File: config.mk
export PLATFORM = sky130hd
export DESIGN_NAME = board_input_conditioner
export DESIGN_NICKNAME = d
export VERILOG_FILES = /design/src/rtl/board_io_pkg.sv /design/src/rtl/io_debounce.sv /design/src/rtl/board_input_conditioner.sv
export SDC_FILE = /design/constraint.sdc
export NUM_CORES = 1
export LEC_CHECK = 0
export ABC_AREA = 1
export CORE_ASPECT_RATIO = 1.2
export CORE_UTILIZATION = 58
export DETAILED_ROUTE_END_ITERATION = 8
export PLACE_DENSITY = 0.79
export SETUP_SLACK_MARGIN = 0.02
export SYNTH_ARGS = -nofsm -noshare
export SYNTH_HDL_FRONTEND = slang
export SYNTH_SLANG_ARGS = --single-unit
File: constraint.sdc
create_clock -name clk0 -period 1.7 [get_ports clk0]
set_input_delay 0.255 -clock clk0 [delete_from_list [all_inputs] [get_ports clk0]]
set_output_delay 0.255 -clock clk0 [all_outputs]
set_load 0.005 [all_outputs]
File: src/rtl/board_io_pkg.sv
// Shared types and defaults for the board input path.
//   rst_state_t       : processor reset sequencer states (IDLE / HOLD / STRETCH)
//   DEBOUNCE_DEFAULT  : stable samples required before a pin change is accepted (10 ms @100 MHz)
//   RST_HOLD_DEFAULT  : cycles proc_rst is stretched after the reset source goes away
package board_io_pkg;

    typedef enum logic [1:0] {
        IDLE    = 2'd0,
        HOLD    = 2'd1,
        STRETCH = 2'd2
    } rst_state_t;

    localparam int DEBOUNCE_DEFAULT = 1_000_000;
    localparam int RST_HOLD_DEFAULT = 16;

endpackage

File: src/rtl/io_debounce.sv
// Two-flop synchronizer followed by a debouncer for a WIDTH-bit channel.
// The whole bus is treated as one channel: any bit differing from the accepted
// value keeps the counter running, and all bits are accepted together.
//   clk0  : sampling clock
//   rst0  : asynchronous active-low reset
//   din   : raw, asynchronous input
//   dout  : debounced value
//   rise  : one-cycle pulse when bit 0 of dout goes 0 -> 1
module io_debounce #(
    parameter int WIDTH = 1,
    parameter int N     = 4
) (
    input  logic             clk0,
    input  logic             rst0,
    input  logic [WIDTH-1:0] din,
    output logic [WIDTH-1:0] dout,
    output logic             rise
);

    localparam int            CW       = $clog2(N);
    localparam logic [CW-1:0] CNT_LAST = CW'(N - 1);

    logic [WIDTH-1:0] sync1_reg;
    logic [WIDTH-1:0] sync2_reg;
    logic [WIDTH-1:0] stable_reg;
    logic [CW-1:0]    cnt_reg;
    logic             rise_reg;

    always_ff @(posedge clk0 or negedge rst0) begin
        if (!rst0) begin
            sync1_reg  <= '0;
            sync2_reg  <= '0;
            stable_reg <= '0;
            cnt_reg    <= '0;
            rise_reg   <= 1'b0;
        end else begin
            sync1_reg <= din;
            sync2_reg <= sync1_reg;
            rise_reg  <= 1'b0;
            if (sync2_reg != stable_reg) begin
                // A change that keeps drifting while counting still counts as
                // "different"; whatever is on the synchronizer at the last count wins.
                if (cnt_reg == CNT_LAST) begin
                    stable_reg <= sync2_reg;
                    cnt_reg    <= '0;
                    rise_reg   <= sync2_reg[0] & ~stable_reg[0];
                end else begin
                    cnt_reg <= cnt_reg + CW'(1);
                end
            end else begin
                // Returned to the accepted value before the count completed: glitch.
                cnt_reg <= '0;
            end
        end
    end

    assign dout = stable_reg;
    assign rise = rise_reg;

endmodule

File: src/rtl/board_input_conditioner.sv
// Conditions raw board pins into the processor's reset, run-enable and switch inputs.
//   clk0     : CLK100MHZ
//   rst0     : asynchronous active-low reset of this block
//   btnL     : raw button, press = processor reset
//   btnR     : raw button, press = toggle run enable
//   sw_in    : raw switches
//   proc_rst : active-high reset to the processor, held and then stretched
//   proc_en  : run enable to the processor
//   sw_out   : debounced switch bus
module board_input_conditioner
    import board_io_pkg::*;
#(
    parameter int   SW_WIDTH        = 16,
    parameter int   DEBOUNCE_CYCLES = DEBOUNCE_DEFAULT,
    parameter int   RST_HOLD        = RST_HOLD_DEFAULT,
    parameter logic EN_INIT         = 1'b1
) (
    input  logic                clk0,
    input  logic                rst0,
    input  logic                btnL,
    input  logic                btnR,
    input  logic [SW_WIDTH-1:0] sw_in,
    output logic                proc_rst,
    output logic                proc_en,
    output logic [SW_WIDTH-1:0] sw_out
);

    localparam int            HW        = $clog2(RST_HOLD) + 1;
    localparam logic [HW-1:0] HOLD_LAST = HW'(RST_HOLD - 1);

    logic          bl_stable;
    logic          br_rise;
    logic          bl_rise_unused;
    logic          br_stable_unused;
    logic          sw_rise_unused;

    rst_state_t    state_reg, state_next;
    logic [HW-1:0] hold_reg, hold_next;
    logic          proc_rst_reg;
    logic          en_reg, en_next;

    io_debounce #(.WIDTH(1), .N(DEBOUNCE_CYCLES)) u_db_btnl (
        .clk0 (clk0),
        .rst0 (rst0),
        .din  (btnL),
        .dout (bl_stable),
        .rise (bl_rise_unused)
    );

    io_debounce #(.WIDTH(1), .N(DEBOUNCE_CYCLES)) u_db_btnr (
        .clk0 (clk0),
        .rst0 (rst0),
        .din  (btnR),
        .dout (br_stable_unused),
        .rise (br_rise)
    );

    io_debounce #(.WIDTH(SW_WIDTH), .N(DEBOUNCE_CYCLES)) u_db_sw (
        .clk0 (clk0),
        .rst0 (rst0),
        .din  (sw_in),
        .dout (sw_out),
        .rise (sw_rise_unused)
    );

    // Reset sequencer: HOLD while the button is down, then STRETCH for RST_HOLD cycles.
    always_comb begin
        state_next = state_reg;
        hold_next  = hold_reg;
        case (state_reg)
            IDLE: begin
                if (bl_stable) state_next = HOLD;
            end
            HOLD: begin
                if (!bl_stable) begin
                    state_next = STRETCH;
                    hold_next  = '0;
                end
            end
            STRETCH: begin
                if (bl_stable) begin
                    state_next = HOLD;
                end else if (hold_reg == HOLD_LAST) begin
                    state_next = IDLE;
                end else begin
                    hold_next = hold_reg + HW'(1);
                end
            end
            default: begin
                state_next = STRETCH;
                hold_next  = '0;
            end
        endcase
    end

    // The enable only toggles from IDLE as currently registered, so a press that
    // lands on the cycle the stretch ends is dropped rather than queued.
    always_comb begin
        en_next = en_reg;
        if (state_reg != IDLE) begin
            en_next = EN_INIT;
        end else if (br_rise) begin
            en_next = ~en_reg;
        end
    end

    always_ff @(posedge clk0 or negedge rst0) begin
        if (!rst0) begin
            state_reg    <= STRETCH;
            hold_reg     <= '0;
            proc_rst_reg <= 1'b1;
            en_reg       <= EN_INIT;
        end else begin
            state_reg    <= state_next;
            hold_reg     <= hold_next;
            proc_rst_reg <= (state_next != IDLE);
            en_reg       <= en_next;
        end
    end

    assign proc_rst = proc_rst_reg;
    assign proc_en  = en_reg;

endmodule
==> out/metrics.csv <==
stage,metric,value,unit
status,outcome,"finished, final reports clean",
setup_path,Worst Setup Start Kind,flip-flop,
setup_path,"Largest delay share family, worst path",simple AND/OR/NAND/NOR gates,
synthesis,Mapped Nets,718,
grt,grt total ovfl,0,
placed_design,gpl congestion,0.8909,
synthesis,Yosys Warn Count,0,
cells_and_area,P&R area growth vs syn,24.20,%
placed_design,PortBufs,37,
sta,worst slew pin tran,0.6027,ns
pwr,Sw Ratio,0.2170,
pwr,PD cells,1044,nW/um^2
setup_path,CP max FO,4,
setup_path,CP max stage delay,0.43,ns
setup_path,Buf/Inv on CP,1,
drt,drt wl/cell,13.30,um
synthesis,"area leader, netlist",dfrtp_1,
floorplanning,core box area,9515,um^2
sta,Final Hold Vio Count,0,
pwr,combinational power share,0.043,
synthesis,Post-synth EDFFs,0,
drt,drt pass-1 iters,6,
placed_design,placed inst area,6276,um^2
synthesis,"FF+latch count, synth",124,
grt,vias in the first global route,4676,
setup_path,CP max-delay cell,dfrtp_1,
sta,Final Max Slew Viols,0,
grt,first-pass GRT wire length,20460,um
sta,Setup TNS,0,ns
clock_network,clk buf depth,2,
cells_and_area,"commonest non-fill, non-tap cell in the layout",nand2_1,
sta,final setup fails,0,
clock_network,clock latency on the worst-skew pair,0.42,ns
synthesis,ys async rst share,1.000,
setup_path,r2r startpoint,u_db_btnl.cnt_reg[2],
setup_path,CP arrival,1.94,ns
drt,final routed DRC violation total,0,
sta,Setup Skew,0.007741,ns
cells_and_area,Non-Filler Instances,896,
cells_and_area,design area,7069,um^2
floorplanning,row cnt,39,
synthesis,ys flop type,dfrtp_1,
sta,fin crit share,0.9571,
pwr,Flop pwr share,0.426,
clock_network,clock root cell,clkbuf_16,
drt,initial DRC count,228,
synthesis,main area contributors after synthesis,"dfrtp_1, nand2_1, nor2_1, inv_1, nand3_1",
floorplanning,Die X,92.43,um
synthesis,"Seq/Total Area, Yosys",0.5458,
synthesis,Synth Instances,692,
cells_and_area,layout cells sized above 1,0.1035,
cells_and_area,NumNets Final,786,
pwr,Int Power,5.782,mW
clock_network,TritonCTS clock tree,yes,
sta,Period minus WS final,1.627,ns
grt,pin count of the biggest net entering global routing,76,
synthesis,Synth top area share,0.5320,
cells_and_area,"commonest cells after routing, fill and taps aside","nand2_1, dfrtp_1, nor2_1",
placed_design,DP Cell Count,856,
floorplanning,die area,10210,um^2
drt,DRT Wirelength,11920,um
job,Max-Cap Viols,0,
clock_network,Clock transition at path regs,0.06,ns
setup_path,CP Cell Sequence,nand3_1 -> nor3_2 -> nand2_1 -> inv_1 -> nand3_1 -> nand2_1 -> nor2_1,
setup_path,slack of the worst reg-to-reg path,0.07,ns
synthesis,Post-Syn Area per Cell,8.225,um^2
setup_path,CP Data Required Time,2.01,ns
clock_network,total CTS buffers,17,
grt,All-Layer GR Usage,0.2574,
placed_design,DP Wirelength,7661,um
drt,via count,4709,
pwr,Max rail drop VDD,808.5,uV
setup_path,kind of critical path,reg2reg,
drt,antenna violation net count after detailed routing,0,
floorplanning,Die Span Y,110.5,um
sta,fmax,0.6146,GHz
pwr,P_leak,3.383,nW
synthesis,Netlist cell types,31,
setup_path,Worst Setup SP,u_db_btnl.cnt_reg[2],
clock_network,H-tree Lvls,4,
pwr,clock power share,0.531,
floorplanning,effective utilization at floorplan,0.5982,
min_path,min-delay src,btnR,
grt,initial antenna violation count,0,
floorplanning,I/O pins,38,
pwr,Switching Power,1.602,mW
setup_path,crit end category,flip-flop,
synthesis,Post-Syn Area,5692,um^2
min_path,type of the most critical hold path,in2reg,
cells_and_area,n_diodes,0,
sta,unrepaired setup endpoints after global routing,yes,
drt,drt via density,5.256,
clock_network,clk sinks,124,
sta,max-slew headroom at the worst pin,0.5982,
-- per-layer routing --
metal,up-vias,share of wire,GRT usage
met3,29,0.050,0.07231
met2,142,0.52,0.4331
met4,0,0.026,0.1250
met5,-,0,0
met1,2235,0.40,0.2992
li1,2303,-,-
-- cells in the mapped netlist, types with 2 or more instances --
cell type,n
nand2_1,167
nor2_1,123
dfrtp_1,121
inv_1,93
nand3_1,68
nor3_1,22
xor2_1,16
a21oi_1,14
o21ai_0,13
ha_1,6
nand4_1,6
xnor2_1,6
nand3b_1,4
nor3_2,4
buf_2,3
dfstp_2,3
nand2_2,3
nand3_2,3
buf_6,2
clkbuf_1,2
nor3b_1,2
or2_1,2
-- power groups by stage --
stage	clock network, mW	logic (mW)	registers, mW
after global placement	0	0.299	3.19
after floorplan	0	0.164	3.17
after CTS	3.99	0.318	3.14
after global routing	4.12	0.363	3.16
after detailed placement	0	0.310	3.19
final	3.92	0.315	3.15
-- per-stage QoR --
step / power (mW) / worst slack (ns) / utilization / hold slack (ns)
final: 7.384 / 0.07297 / 0.7429 / 0.2729
after floorplan: 3.336 / 0.1634 / - / -0.04059
after CTS: 7.454 / -0.01410 / 0.7303 / 0.2593
after global routing: 7.643 / -0.005730 / 0.7429 / 0.2666
after detailed placement: 3.504 / 0.005464 / 0.6596 / 0.3057
after global placement: 3.485 / 0.1009 / 0.6596 / 0.3020
-- timing repair --
item,CTS,global route
hold buffers,1,0
setup endpoints to repair,10,50
gates cloned,0,0
endpoints found under the hold margin,121,0
buffers inserted,1,6
pin swaps,0,4
resized for setup,3,19
-- worst register-to-register path, stage by stage (launching register included) --
cell and delay, ns:
dfrtp_1 0.43, nand3_1 0.17, nor3_2 0.37, nand2_1 0.21, inv_1 0.16, nand3_1 0.09
nand2_1 0.07, nor2_1 0.04
-- cell type report --
type,instances,area (um^2)
Tap cell,123,153.9
Timing Repair Buffer,57,555.5
Fill cell,667,2446
Sequential cell,124,3107
Clock buffer,21,470.5
Inverter,94,360.3
Multi-Input combinational cell,466,2241
Clock inverter,11,181.4
-- logic make-up (layout without fill, tap and decap cells) --
group / Yosys count / in the layout / share of synthesized area
XOR/XNOR: 22 / 22 / 0.03385
flip-flops: 124 / 124 / 0.5458
buffers and inverters: 102 / 183 / 0.07210
AO/OA/AOI/OAI: 30 / 30 / 0.02704
AND/OR/NAND/NOR: 408 / 408 / 0.3080
adder cells (fa/ha/maj): 6 / 6 / 0.01319
-- worst paths after layout --
| check | to | cells past startpoint |
|---|---|---|
| min in group asynchronous | u_db_sw.cnt_reg[14] | 3 |
| max | u_db_btnl.cnt_reg[19] | 7 |
| max reg2reg | u_db_btnl.cnt_reg[19] | 7 |
| min | u_db_btnr.sync1_reg | 1 |
| max in group asynchronous | u_db_btnr.cnt_reg[3] | 3 |
| min reg2reg | u_db_btnl.sync2_reg | 0 |
No activity file was read; power rests on OpenSTA's default activity.
